--- src/rtl/bin_to_bcd_pkg.sv ---
// Shared types and helpers for the sequential binary-to-BCD converter.
package bin_to_bcd_pkg;

    // Converter FSM: waiting for a request, or shifting one bit per clock.
    typedef enum logic {
        IDLE  = 1'b0,
        SHIFT = 1'b1
    } state_t;

    // Default input width and the matching bit-counter width.
    localparam int BIN_W_DEFAULT = 16;
    localparam int CNT_W         = $clog2(BIN_W_DEFAULT + 1);

    // Decimal digits needed for an unsigned bin_w-bit value: ceil(bin_w*log10(2)).
    // Uses integer fixed point with log10(2) ~= 0.30103.
    function automatic int min_digits(input int bin_w);
        return (bin_w * 30103 + 99999) / 100000;
    endfunction

    // Bits needed to hold a bit count from 0 up to bin_w inclusive.
    function automatic int cnt_width(input int bin_w);
        return $clog2(bin_w + 1);
    endfunction

endpackage

--- src/rtl/bin_to_bcd_seq_if.sv ---
// Request/result bundle for bin_to_bcd_seq: start/bin in, busy/done/bcd/blank out.
interface bin_to_bcd_seq_if #(
    parameter int BIN_W  = 16,
    parameter int DIGITS = 5
);
    logic                  start;
    logic [BIN_W-1:0]      bin;
    logic                  busy;
    logic                  done;
    logic [4*DIGITS-1:0]   bcd;
    logic [DIGITS-1:0]     blank;

    // Requester side drives start/bin and observes the result.
    modport master (
        output start, bin,
        input  busy, done, bcd, blank
    );

    // Converter side.
    modport slave (
        input  start, bin,
        output busy, done, bcd, blank
    );
endinterface

--- src/rtl/bcd_digit_adj.sv ---
// One shift-and-add-3 correction cell: a BCD digit of 5..9 gets +3 before the
// shift so the doubled value carries correctly into the next digit.
module bcd_digit_adj (
    input  logic [3:0] d_in,
    output logic [3:0] d_out
);
    // Pure combinational correction; 4-bit wrap is never reached for legal digits.
    assign d_out = (d_in >= 4'd5) ? (d_in + 4'd3) : d_in;
endmodule

--- src/rtl/bin_to_bcd_seq.sv ---
// Multi-cycle binary-to-BCD converter (shift-and-add-3), one input bit per clock.
// A request is taken on start while idle; the result appears with a one-cycle
// done pulse BIN_W clocks later and is held until the next completion.
// Optional feature macro: BIN2BCD_BLANK_EN enables the leading-zero blank mask;
// without it blank is tied to zero and no blanking logic exists.
module bin_to_bcd_seq
    import bin_to_bcd_pkg::*;
#(
    parameter int BIN_W  = 16,
    parameter int DIGITS = 5
) (
    input  logic            clk,
    input  logic            rst_n,
    bin_to_bcd_seq_if.slave bus
);
    localparam int BCD_W    = 4 * DIGITS;
    localparam int CNT_BITS = cnt_width(BIN_W);

    // Parameter sanity: reject configurations that cannot hold the full range.
    if (BIN_W < 4) begin : g_bad_bin_w
        $error("bin_to_bcd_seq: BIN_W must be at least 4");
    end
    if (DIGITS < min_digits(BIN_W)) begin : g_bad_digits
        $error("bin_to_bcd_seq: DIGITS too small for BIN_W");
    end

    state_t               state_q, state_d;
    logic [BIN_W-1:0]     shreg_q, shreg_d;
    logic [BCD_W-1:0]     work_q,  work_d;
    logic [CNT_BITS-1:0]  cnt_q,   cnt_d;
    logic                 busy_q,  busy_d;
    logic                 done_q,  done_d;
    logic [BCD_W-1:0]     bcd_q,   bcd_d;

    logic [BCD_W-1:0]     work_adj;
    logic [BCD_W-1:0]     work_shifted;
    logic                 unused_adj_msb;

    // Per-digit add-3 correction applied to the working BCD before each shift.
    for (genvar gi = 0; gi < DIGITS; gi++) begin : g_adj
        bcd_digit_adj u_adj (
            .d_in  (work_q[4*gi +: 4]),
            .d_out (work_adj[4*gi +: 4])
        );
    end

    // The shift pushes the top bit out; DIGITS is sized so it is always zero.
    assign work_shifted   = {work_adj[BCD_W-2:0], shreg_q[BIN_W-1]};
    assign unused_adj_msb = work_adj[BCD_W-1];

`ifdef BIN2BCD_BLANK_EN
    logic [DIGITS-1:0] blank_q, blank_d;
    logic [DIGITS-1:0] blank_final;

    // Digit k blanks when it and every higher digit are zero; units never blank.
    for (genvar gi = 0; gi < DIGITS; gi++) begin : g_blank
        if (gi == 0) begin : g_units
            assign blank_final[gi] = 1'b0;
        end else begin : g_upper
            assign blank_final[gi] = ~(|work_shifted[BCD_W-1:4*gi]);
        end
    end
`endif

    // Next-state and datapath computation for FSM, counter and result registers.
    always_comb begin
        state_d = state_q;
        shreg_d = shreg_q;
        work_d  = work_q;
        cnt_d   = cnt_q;
        busy_d  = busy_q;
        done_d  = 1'b0;
        bcd_d   = bcd_q;
`ifdef BIN2BCD_BLANK_EN
        blank_d = blank_q;
`endif
        case (state_q)
            IDLE: begin
                if (bus.start) begin
                    shreg_d = bus.bin;
                    work_d  = '0;
                    cnt_d   = CNT_BITS'(BIN_W);
                    busy_d  = 1'b1;
                    state_d = SHIFT;
                end
            end
            SHIFT: begin
                work_d  = work_shifted;
                shreg_d = {shreg_q[BIN_W-2:0], 1'b0};
                cnt_d   = cnt_q - CNT_BITS'(1);
                // Last bit shifted in: publish the result and return to idle.
                if (cnt_q == CNT_BITS'(1)) begin
                    bcd_d   = work_shifted;
`ifdef BIN2BCD_BLANK_EN
                    blank_d = blank_final;
`endif
                    done_d  = 1'b1;
                    busy_d  = 1'b0;
                    state_d = IDLE;
                end
            end
            default: begin
                state_d = IDLE;
                busy_d  = 1'b0;
            end
        endcase
    end

    // State and output registers; reset abandons any conversion in flight.
    always_ff @(posedge clk or negedge rst_n) begin
        if (!rst_n) begin
            state_q <= IDLE;
            shreg_q <= '0;
            work_q  <= '0;
            cnt_q   <= '0;
            busy_q  <= 1'b0;
            done_q  <= 1'b0;
            bcd_q   <= '0;
`ifdef BIN2BCD_BLANK_EN
            blank_q <= '0;
`endif
        end else begin
            state_q <= state_d;
            shreg_q <= shreg_d;
            work_q  <= work_d;
            cnt_q   <= cnt_d;
            busy_q  <= busy_d;
            done_q  <= done_d;
            bcd_q   <= bcd_d;
`ifdef BIN2BCD_BLANK_EN
            blank_q <= blank_d;
`endif
        end
    end

    assign bus.busy = busy_q;
    assign bus.done = done_q;
    assign bus.bcd  = bcd_q;
`ifdef BIN2BCD_BLANK_EN
    assign bus.blank = blank_q;
`else
    assign bus.blank = '0;
`endif

endmodule

--- src/flat_wrapper.sv ---
// flat-port wrapper written by rule: the top's interface ports become plain ports
module bin_to_bcd_seq_flat import bin_to_bcd_pkg::*;
#(
    parameter int BIN_W  = 16,
    parameter int DIGITS = 5
)
  (clk, rst_n, bus_start, bus_bin, bus_busy, bus_done, bus_bcd, bus_blank);
  bin_to_bcd_seq_if #(.BIN_W(BIN_W), .DIGITS(DIGITS)) bus_i ();
  input  logic clk;
  input  logic rst_n;
  input wire logic [$bits(bus_i.start)-1:0] bus_start;
  input wire logic [$bits(bus_i.bin)-1:0] bus_bin;
  output wire logic [$bits(bus_i.busy)-1:0] bus_busy;
  output wire logic [$bits(bus_i.done)-1:0] bus_done;
  output wire logic [$bits(bus_i.bcd)-1:0] bus_bcd;
  output wire logic [$bits(bus_i.blank)-1:0] bus_blank;
  assign bus_i.start = bus_start;
  assign bus_i.bin = bus_bin;
  assign bus_busy = bus_i.busy;
  assign bus_done = bus_i.done;
  assign bus_bcd = bus_i.bcd;
  assign bus_blank = bus_i.blank;
  bin_to_bcd_seq #(.BIN_W(BIN_W), .DIGITS(DIGITS)) u_core (.clk(clk), .rst_n(rst_n), .bus(bus_i));
endmodule
--- config.mk ---
export PLATFORM = sky130hd
export DESIGN_NAME = bin_to_bcd_seq_flat
export DESIGN_NICKNAME = d
export VERILOG_FILES = /design/src/rtl/bin_to_bcd_pkg.sv /design/src/rtl/bin_to_bcd_seq_if.sv /design/src/rtl/bcd_digit_adj.sv /design/src/rtl/bin_to_bcd_seq.sv /design/src/flat_wrapper.sv
export SDC_FILE = /design/constraint.sdc
export NUM_CORES = 1
export LEC_CHECK = 0
export ABC_AREA = 1
export ABC_CLOCK_PERIOD_IN_PS = 3250
export BUFFER_PORTS_ARGS = -buffer_cell sky130_fd_sc_hd__buf_4
export CORE_UTILIZATION = 55
export CTS_CLUSTER_SIZE = 30
export DETAILED_ROUTE_END_ITERATION = 6
export PLACE_DENSITY = 0.77
export SLEW_MARGIN = 0
export SYNTH_ARGS = -nofsm -noshare
export SYNTH_HDL_FRONTEND = slang
export SYNTH_HIERARCHICAL = 1
export SYNTH_SLANG_ARGS = --single-unit
export TNS_END_PERCENT = 30
--- constraint.sdc ---
create_clock -name clk -period 3.25 [get_ports clk]
set_clock_uncertainty 0.15 [all_clocks]
set_input_delay 0.65 -clock clk [delete_from_list [all_inputs] [get_ports clk]]
set_output_delay 0.65 -clock clk [all_outputs]
set_load 0.01 [all_outputs]
Word level (Yosys, flattened, before mapping)
Index checks and enable logic that the tools add are counted.

$add $sub $neg: 6. Eq/ne operators: 3. Magnitude comparators: 5. Bitwise logic cells: 1. Reduce and logical (&&, ||, !) cells: 2. Muxes and demuxes: 19.

Operator list (number): one-hot mux 20 bit (2 select lines) (1); one-hot mux 16 bit (2 select lines) (1); greater-or-equal comparator 4 x 3 -> 1 bit (second input constant) (5); 2-to-1 mux 20 bit (1); adder 4 x 2 -> 4 bit (second input constant) (4); 2-to-1 mux 16 bit (1); 2-to-1 mux 4 bit (4); one-hot mux 5 bit (2 select lines) (1); 2-to-1 mux 1 bit (6); equality test 5 x 1 -> 1 bit (second input constant) (1); 2-to-1 mux 5 bit (1); subtractor 5 x 1 -> 5 bit (second input constant) (1); inequality test 2 bit (second input constant) (2); one-hot mux 1 bit (2 select lines) (2); AND reduction 2 bit (2); adder 3 x 2 -> 3 bit (second input constant) (1); 2-to-1 mux 3 bit (1); NOT 1 bit (1).

Register bits: 64. Bits of input ports: 19. Logic and storage cells: 43. Output and inout bits: 27.

Depth between registers and ports, before layout
Gate-level depths: netlist (run 1).

Word-level depth: 3. Depth in mapped cells: 9.

By module
The synthesis (run 1) kept the hierarchy.

By module, submodules not included: bin_to_bcd_seq (cells an instance 304, times used 1, area each 2655.0 sq um); bcd_digit_adj (cells an instance 23, times used 5, area each 135.1 sq um).

Least setup slack after synthesis (run 1)
Ideal clock, no wire load.

Path kind: input to register. Start: input bus_start. End: register u_core.state_q. Library setup time: 0.117 ns. Cell stages on the path: 4. Slack: 1.853 ns. Arrival: 1.129 ns. Required time: 2.983 ns. Buffers on the path: 2. Cells stage by stage: nor2_1 > buf_2 > buf_4 > nor2_1.

Cells in the longest elaborated chain, start to end: 2.

Ends and longest elaborated chain: start: declaration (RTL line flat_wrapper.sv:11) `input wire logic [$bits(bus_i.start)-1:0] bus_start;`; 2-to-1 mux 1 bit (RTL line bin_to_bcd_seq.sv:79) `if (bus.start) begin`; one-hot mux 1 bit (2 select lines) (RTL line bin_to_bcd_seq.sv:77) `case (state_q)`; named net u_core.state_d (RTL line bin_to_bcd_seq.sv:27) `state_t state_q, state_d;`; end signal: assignment (RTL line bin_to_bcd_seq.sv:123) `state_q <= state_d;`; end: declaration (RTL line bin_to_bcd_seq.sv:27).

The timed path passes the listed nets, and every way through them passes these cells. A chain may end at the register's enable or synchronous reset.

Worst setup path after layout (run 1)
Start: register u_core.cnt_q[1]. End: register u_core.bcd_q[5], in the netlist u_core/bus.bcd[5].

Cells in the longest elaborated chain, start to end: 2.

Ends and longest elaborated chain: start: declaration (RTL line bin_to_bcd_seq.sv:30) `logic [CNT_BITS-1:0] cnt_q, cnt_d;`; start signal: assignment (RTL line bin_to_bcd_seq.sv:126) `cnt_q <= cnt_d;`; equality test 5 x 1 -> 1 bit (RTL line bin_to_bcd_seq.sv:92) `if (cnt_q == CNT_BITS'(1)) begin`; AND reduction 2 bit (no source line); end signal: assignment (RTL line bin_to_bcd_seq.sv:118) `bcd_q <= '0;`; end signal: assignment (RTL line bin_to_bcd_seq.sv:129) `bcd_q <= bcd_d;`; end: declaration (RTL line bin_to_bcd_seq.sv:33) `logic [BCD_W-1:0] bcd_q, bcd_d;`.

No other way between the ends.

==> results of run 1 <==
metrics by stage:
stage	instance area, sq um	util [%]	total power, W	hold WS, ns
3_3_place_gp	3600	63.9	0.00321	0.308
3_5_place_dp	3600	63.9	0.00328	0.311
5_1_grt	3770	66.8	0.00421	0.296
4_1_cts	3770	66.8	0.00389	0.273
6_report	3770	66.8	0.00387	0.242
2_1_floorplan	3320	-	0.00280	0.204
report_power, final:
part | internal [W] | switching [W] | total, W
combinational | 0.000723 | 0.00114 | 0.00186
clock | 0.000316 | 0.000285 | 0.000601
sequential | 0.00115 | 0.000264 | 0.00141
state kept, by name, summed over array words and instances, names as in the netlist:
signal           cells
u_core/bus.bcd      20
u_core/work_q       20
u_core/shreg_q      16
u_core/cnt_q         5
u_core/bus.busy      1
u_core/bus.done      1
u_core/state_q       1
worst paths after layout:
path                                            endpoint
max                        u_core/bus.bcd[5]$_DFFE_PN0P_
min in group clk           u_core/bus.bcd[7]$_DFFE_PN0P_
min                        u_core/bus.bcd[7]$_DFFE_PN0P_
min reg2reg                u_core/bus.bcd[7]$_DFFE_PN0P_
max reg2reg                u_core/bus.bcd[5]$_DFFE_PN0P_
max in group asynchronous  u_core/bus.bcd[1]$_DFFE_PN0P_
metal layers:
layer | wire length [um] | share of wire (%)
met1 | 3020 | 47
met2 | 3090 | 48
met4 | 88 | 1.4
met5 | 0 | 0
met3 | 270 | 4.2
area by class of cell:
class	instances	area, sq um
flip-flops and latches	64	1600
clock buffers	15	166
multi-input cells	304	1470
fillers	510	1870
repair buffers	44	330
well taps	72	90.1
inverters	30	113
==> impl_metrics.py, run 1 <==
metrics = {
    "sta": {
        "finalSetupViolations": 0,
        "timing.final.ws_setup_ns": 1.44,
        "hold_violations": 0,
        "finalCritPeriodShare_pct": 55.6,
        "timing.fmax_mhz": 553,
        "post-route-min-period_ns": 1.81,
        "fin_setup_tns_ns": 0,
        "max-slew-margin-rel_pct": 47.7,
        "rsz0062_at_grt": "false",
        "worst-slew-pin-transition_ns": 0.785,
        "slew_violations": 0,
    },
    "cells_and_area": {
        "drive_gt1_share_pct": 19.5,
        "diodes": 0,
        "most-common-layout-cells": "183 x nand2_1, 64 x dfrtp_1, 44 x buf_4",
        "fin_cells": 529,
        "nets": 484,
        "final_common_cell": "nand2_1",
        "syn2layout_area_growth_pct": 14.1,
    },
    "clock_tree": {
        "htree_levels": 3,
        "hold_buffers": 0,
        "cts.sinks": 64,
        "numCtsBuffers": 9,
        "cts.reportedPaths.clkPinSlew_ns": 0.07,
        "cts_setup_buffers": 0,
        "cts_tree": "yes",
        "clk_latency_ns": 0.34,
        "clockBufferDepth": 2,
        "cts_root_buf": "clkbuf_8",
        "post_cts_resize_count": 0,
    },
    "critical_path": {
        "cp_max_fo": 22,
        "worstReg2RegStart": "u_core/cnt_q[1]$_DFFE_PN0P_",
        "required_ns": 3.33,
        "reg2reg_slack_ns": 1.44,
        "slowest_stage": "dfrtp_1",
        "critical_path_class": "flip-flop to flip-flop",
        "crit_top_cell": "nand2_1",
        "path_buf_inv": 2,
        "critical-path-top-delay-family": "simple AND/OR/NAND/NOR gates",
        "crit_cells": 8,
        "worstPathArrival_ns": 1.89,
        "crit_path_max_incr_delay_ns": 0.38,
        "crit_path_cell_trace": "inv_1, ha_1, nand2_1, nor2_2, buf_4, nand2_2, nand2_1, nand2_1",
        "crit_path_end_kind": "flip-flop",
        "crit_start": "u_core/cnt_q[1]$_DFFE_PN0P_",
        "reg2regPathDepth": 8,
        "cp-start-kind": "flip-flop",
    },
    "grt": {
        "globalRouteMet2Util_pct": 36.4,
        "grt_pass1_vias": 2466,
        "grt-busiest-layer": "met2",
        "antenna_found_initial": 0,
        "grt_use_total_pct": 22.9,
        "use_met3_pct": 6.63,
        "grt_pass1_wl_mm": 10.9,
        "gr-total-overflow": 0,
        "met1_usage_pct": 29.5,
        "grt_max_degree": 65,
    },
    "route": {
        "ant_nets": 0,
        "wl_per_cell_um": 12.2,
        "drc_errors": 0,
        "vias": 2711,
        "dr.pass1.iters": 4,
        "wirelength_mm": 6.46,
        "vias_per_cell": 5.12,
        "drt_iter0_drc": 175,
    },
    "placed_design": {
        "place_congestion": 0.796,
        "hpwl_mm": 4.21,
        "dp_cells": 514,
        "io_buffers": 40,
        "dp_slack_ns": 1.41,
    },
    "floorplanning": {
        "start_util_pct": 58.6,
        "die_w_um": 79.5,
        "die-area_sq_um": 6320,
        "rows": 27,
        "fp.coreArea_sq_um": 5640,
        "io_pins": 46,
        "die_h_um": 79.5,
    },
    "run": {
        "maxCapViolCount": 0,
    },
    "min_path": {
        "min_path_type": "primary input to asynchronous set/reset pin",
    },
    "outcome": {
        "status": "complete, no violations",
    },
    "power": {
        "power_density_nw_per_um2": 1030,
        "peakVddDrop_uv": 484,
        "power_leakage_nw": 2.03,
    },
    "logic_synthesis": {
        "syn_area_sq_um": 3300,
        "yosys_warnings": 6,
        "avgSynthCellArea_sq_um": 7.98,
        "syn_inst": 414,
    },
}
(Power assumes the default switching activity.)
==> run 2, diff against run 1 <==
ABC_AREA = 0   (was 1)
ABC_CLOCK_PERIOD_IN_PS = 1750   (was 3250)
clock period = 1.75 ns   (was 3.25 ns; I/O delays follow)
==> run 2 against run 1 <==
Against the previous run:
- the flow now finishes with violations (setup timing)
- largest power group unchanged
- hold slack worse by 0.13 ns
- register-to-register slack lost 1.5 ns
- final area increased by 0.36%
- flip-flop and latch count unchanged
- total power increased by 82%
- first-iteration DRC count shrank 17%
- core utilization increased by 5.4 points
- sequential share of layout area fell by 0.088 points
- highest routed layer unchanged
==> impl_metrics.py, run 2 <==
metrics = {
    "critical_path": {
        "reg2reg_to": "u_core/bus.bcd[7]$_DFFE_PN0P_",
        "cp_max_fo": 8,
        "crit_start": "u_core/cnt_q[1]$_DFFE_PN0P_",
        "worstReg2RegStart": "u_core/cnt_q[1]$_DFFE_PN0P_",
        "cp-start-kind": "flip-flop",
        "required_ns": 1.82,
        "slowest_stage": "dfrtp_1",
        "reg2reg_slack_ns": -0.05,
        "reg2regPathDepth": 6,
        "critical_path_class": "flip-flop to flip-flop",
        "crit_path_end_kind": "flip-flop",
        "crit_path_max_incr_delay_ns": 0.39,
        "crit_path_cell_trace": "inv_2, ha_4, nand2_2, nor4_4, buf_6, mux2_4",
        "worstPathArrival_ns": 1.87,
    },
    "placed_design": {
        "hpwl_mm": 3.63,
        "io_buffers": 40,
        "dp_cells": 379,
        "dp_slack_ns": 0.0200,
        "place_congestion": 0.769,
        "placed_area_sq_um": 3470,
    },
    "cells_and_area": {
        "most-common-layout-cells": "62 x dfrtp_1, 50 x buf_4, 35 x nand2_1",
        "post-route-util_pct": 72.2,
        "fin_area_sq_um": 3780,
        "nets": 355,
        "drive_gt1_share_pct": 32.2,
        "fin_cells": 399,
        "diodes": 0,
        "final_common_cell": "dfrtp_1",
        "fill_cells": 366,
        "syn2layout_area_growth_pct": 22.7,
    },
    "logic_synthesis": {
        "yosys_warnings": 6,
        "syn_inst": 273,
        "avgSynthCellArea_sq_um": 11.3,
        "syn_area_sq_um": 3080,
    },
    "sta": {
        "post-route-min-period_ns": 1.80,
        "slew_violations": 0,
        "timing.fmax_mhz": 557,
        "rsz0062_at_grt": "true",
        "whs_ns": 0.113,
        "finalCritPeriodShare_pct": 103,
        "hold_violations": 0,
        "timing.final.ws_setup_ns": -0.0458,
        "finalSetupViolations": 20,
    },
    "run": {
        "maxCapViolCount": 0,
    },
    "min_path": {
        "hp-start": "bus_bin[0]",
        "worst_hold_path.endpoint": "u_core/shreg_q[0]$_DFFE_PN0P_",
        "min_path_type": "primary input to flip-flop",
        "hold_path_depth": 3,
    },
    "clock_tree": {
        "cts_tree": "yes",
        "clockBufferDepth": 2,
        "cts.reportedPaths.clkPinSlew_ns": 0.07,
        "cts_root_buf": "clkbuf_8",
        "numCtsBuffers": 9,
        "clk_latency_ns": 0.33,
        "htree_levels": 3,
        "cts.sinks": 64,
    },
    "outcome": {
        "status": "finished with violations",
        "violations": "setup timing",
    },
    "floorplanning": {
        "rows": 26,
        "die-area_sq_um": 5910,
        "fp.coreArea_sq_um": 5240,
        "io_pins": 46,
        "die_h_um": 76.9,
        "die_w_um": 76.9,
        "start_util_pct": 58.9,
    },
    "route": {
        "vias": 2155,
        "ant_nets": 0,
        "drt_iter0_drc": 146,
        "wirelength_mm": 5.77,
        "vias_per_cell": 5.40,
        "wl_per_cell_um": 14.5,
        "dr.pass1.iters": 4,
        "drc_errors": 0,
    },
    "grt": {
        "grt_pass1_vias": 2075,
        "gr-total-overflow": 0,
        "grt_max_degree": 65,
        "antenna_found_initial": 0,
        "grt_pass1_wl_mm": 9.46,
        "grt_use_total_pct": 20.5,
    },
    "power": {
        "peakVddDrop_uv": 737,
        "power_density_nw_per_um2": 1860,
        "power_leakage_nw": 1.86,
    },
}
## run 2: cell types whose count changed in the layout (fill, tap and decap cells not counted), moves of 10 or more
cell	delta
a22o_1	+20
inv_1	-14
mux2_4	+18
mux2i_1	+19
nand2_1	-148
nand3_1	-40
nor2_1	-10
nor2_4	-10
## run 2: where the power goes
part	internal (W)	switching (W)	leakage (nW)
Clock	0.000544	0.000545	0.0899
Sequential	0.00213	0.000543	0.812
Combinational	0.00180	0.00147	0.962
Total	0.00448	0.00256	1.86
## run 2: layout make-up
type	count	area, sq um	area share [%]
well taps	70	87.6	2.31
inverters	14	52.6	1.39
repair buffers	55	439	11.6
clock buffers	12	145	3.84
flip-flops and latches	64	1600	42.4
clock inverters	4	20.0	0.529
multi-input cells	180	1440	37.9
## run 2: worst max-delay path by stage
stage / endpoint / slack, ns
6_report: u_core/bus.bcd[7]$_DFFE_PN0P_ / -0.05
5_1_grt: u_core/bus.bcd[16]$_DFFE_PN0P_ / -0.11
4_1_cts: u_core/bus.bcd[14]$_DFFE_PN0P_ / 0.01
3_5_place_dp: u_core/bus.bcd[14]$_DFFE_PN0P_ / 0.02
3_3_place_gp: u_core/bus.bcd[5]$_DFFE_PN0P_ / 0.08
2_1_floorplan: u_core/bus.bcd[10]$_DFFE_PN0P_ / 0.04
## run 2: timing repair
item	in CTS	in global routing
buffers inserted	0	3
hold buffers	1	0
hold endpoints to repair	64	0
resized for setup	0	33
setup endpoints to repair	0	24
## run 2: metrics by stage
stage	power (W)	setup TNS, ns
after floorplan	0.00469	0
after global placement	0.00546	0
after detailed placement	0.00559	0
after CTS	0.00671	0
after global routing	0.00756	-1.96
final	0.00704	-0.552
## run 2: critical path: cells and delay by family (launching register included)
kind                     cells  cell delay [ns]
AND/OR/NAND/NOR              2             0.40
buffers and inverters        2             0.31
flip-flops                   1             0.39
adder cells (fa/ha/maj)      1             0.12
multiplexers                 1             0.32
## run 2: layer usage
metal | GRT usage [%] | up-vias | part of all wire, %
met3 | 5.71 | 7 | 4.0
met5 | 0 | - | 0
met1 | 27.5 | 1075 | 48
met2 | 31.2 | 50 | 47
li1 | - | 1023 | -
met4 | 9.04 | 0 | 1.4
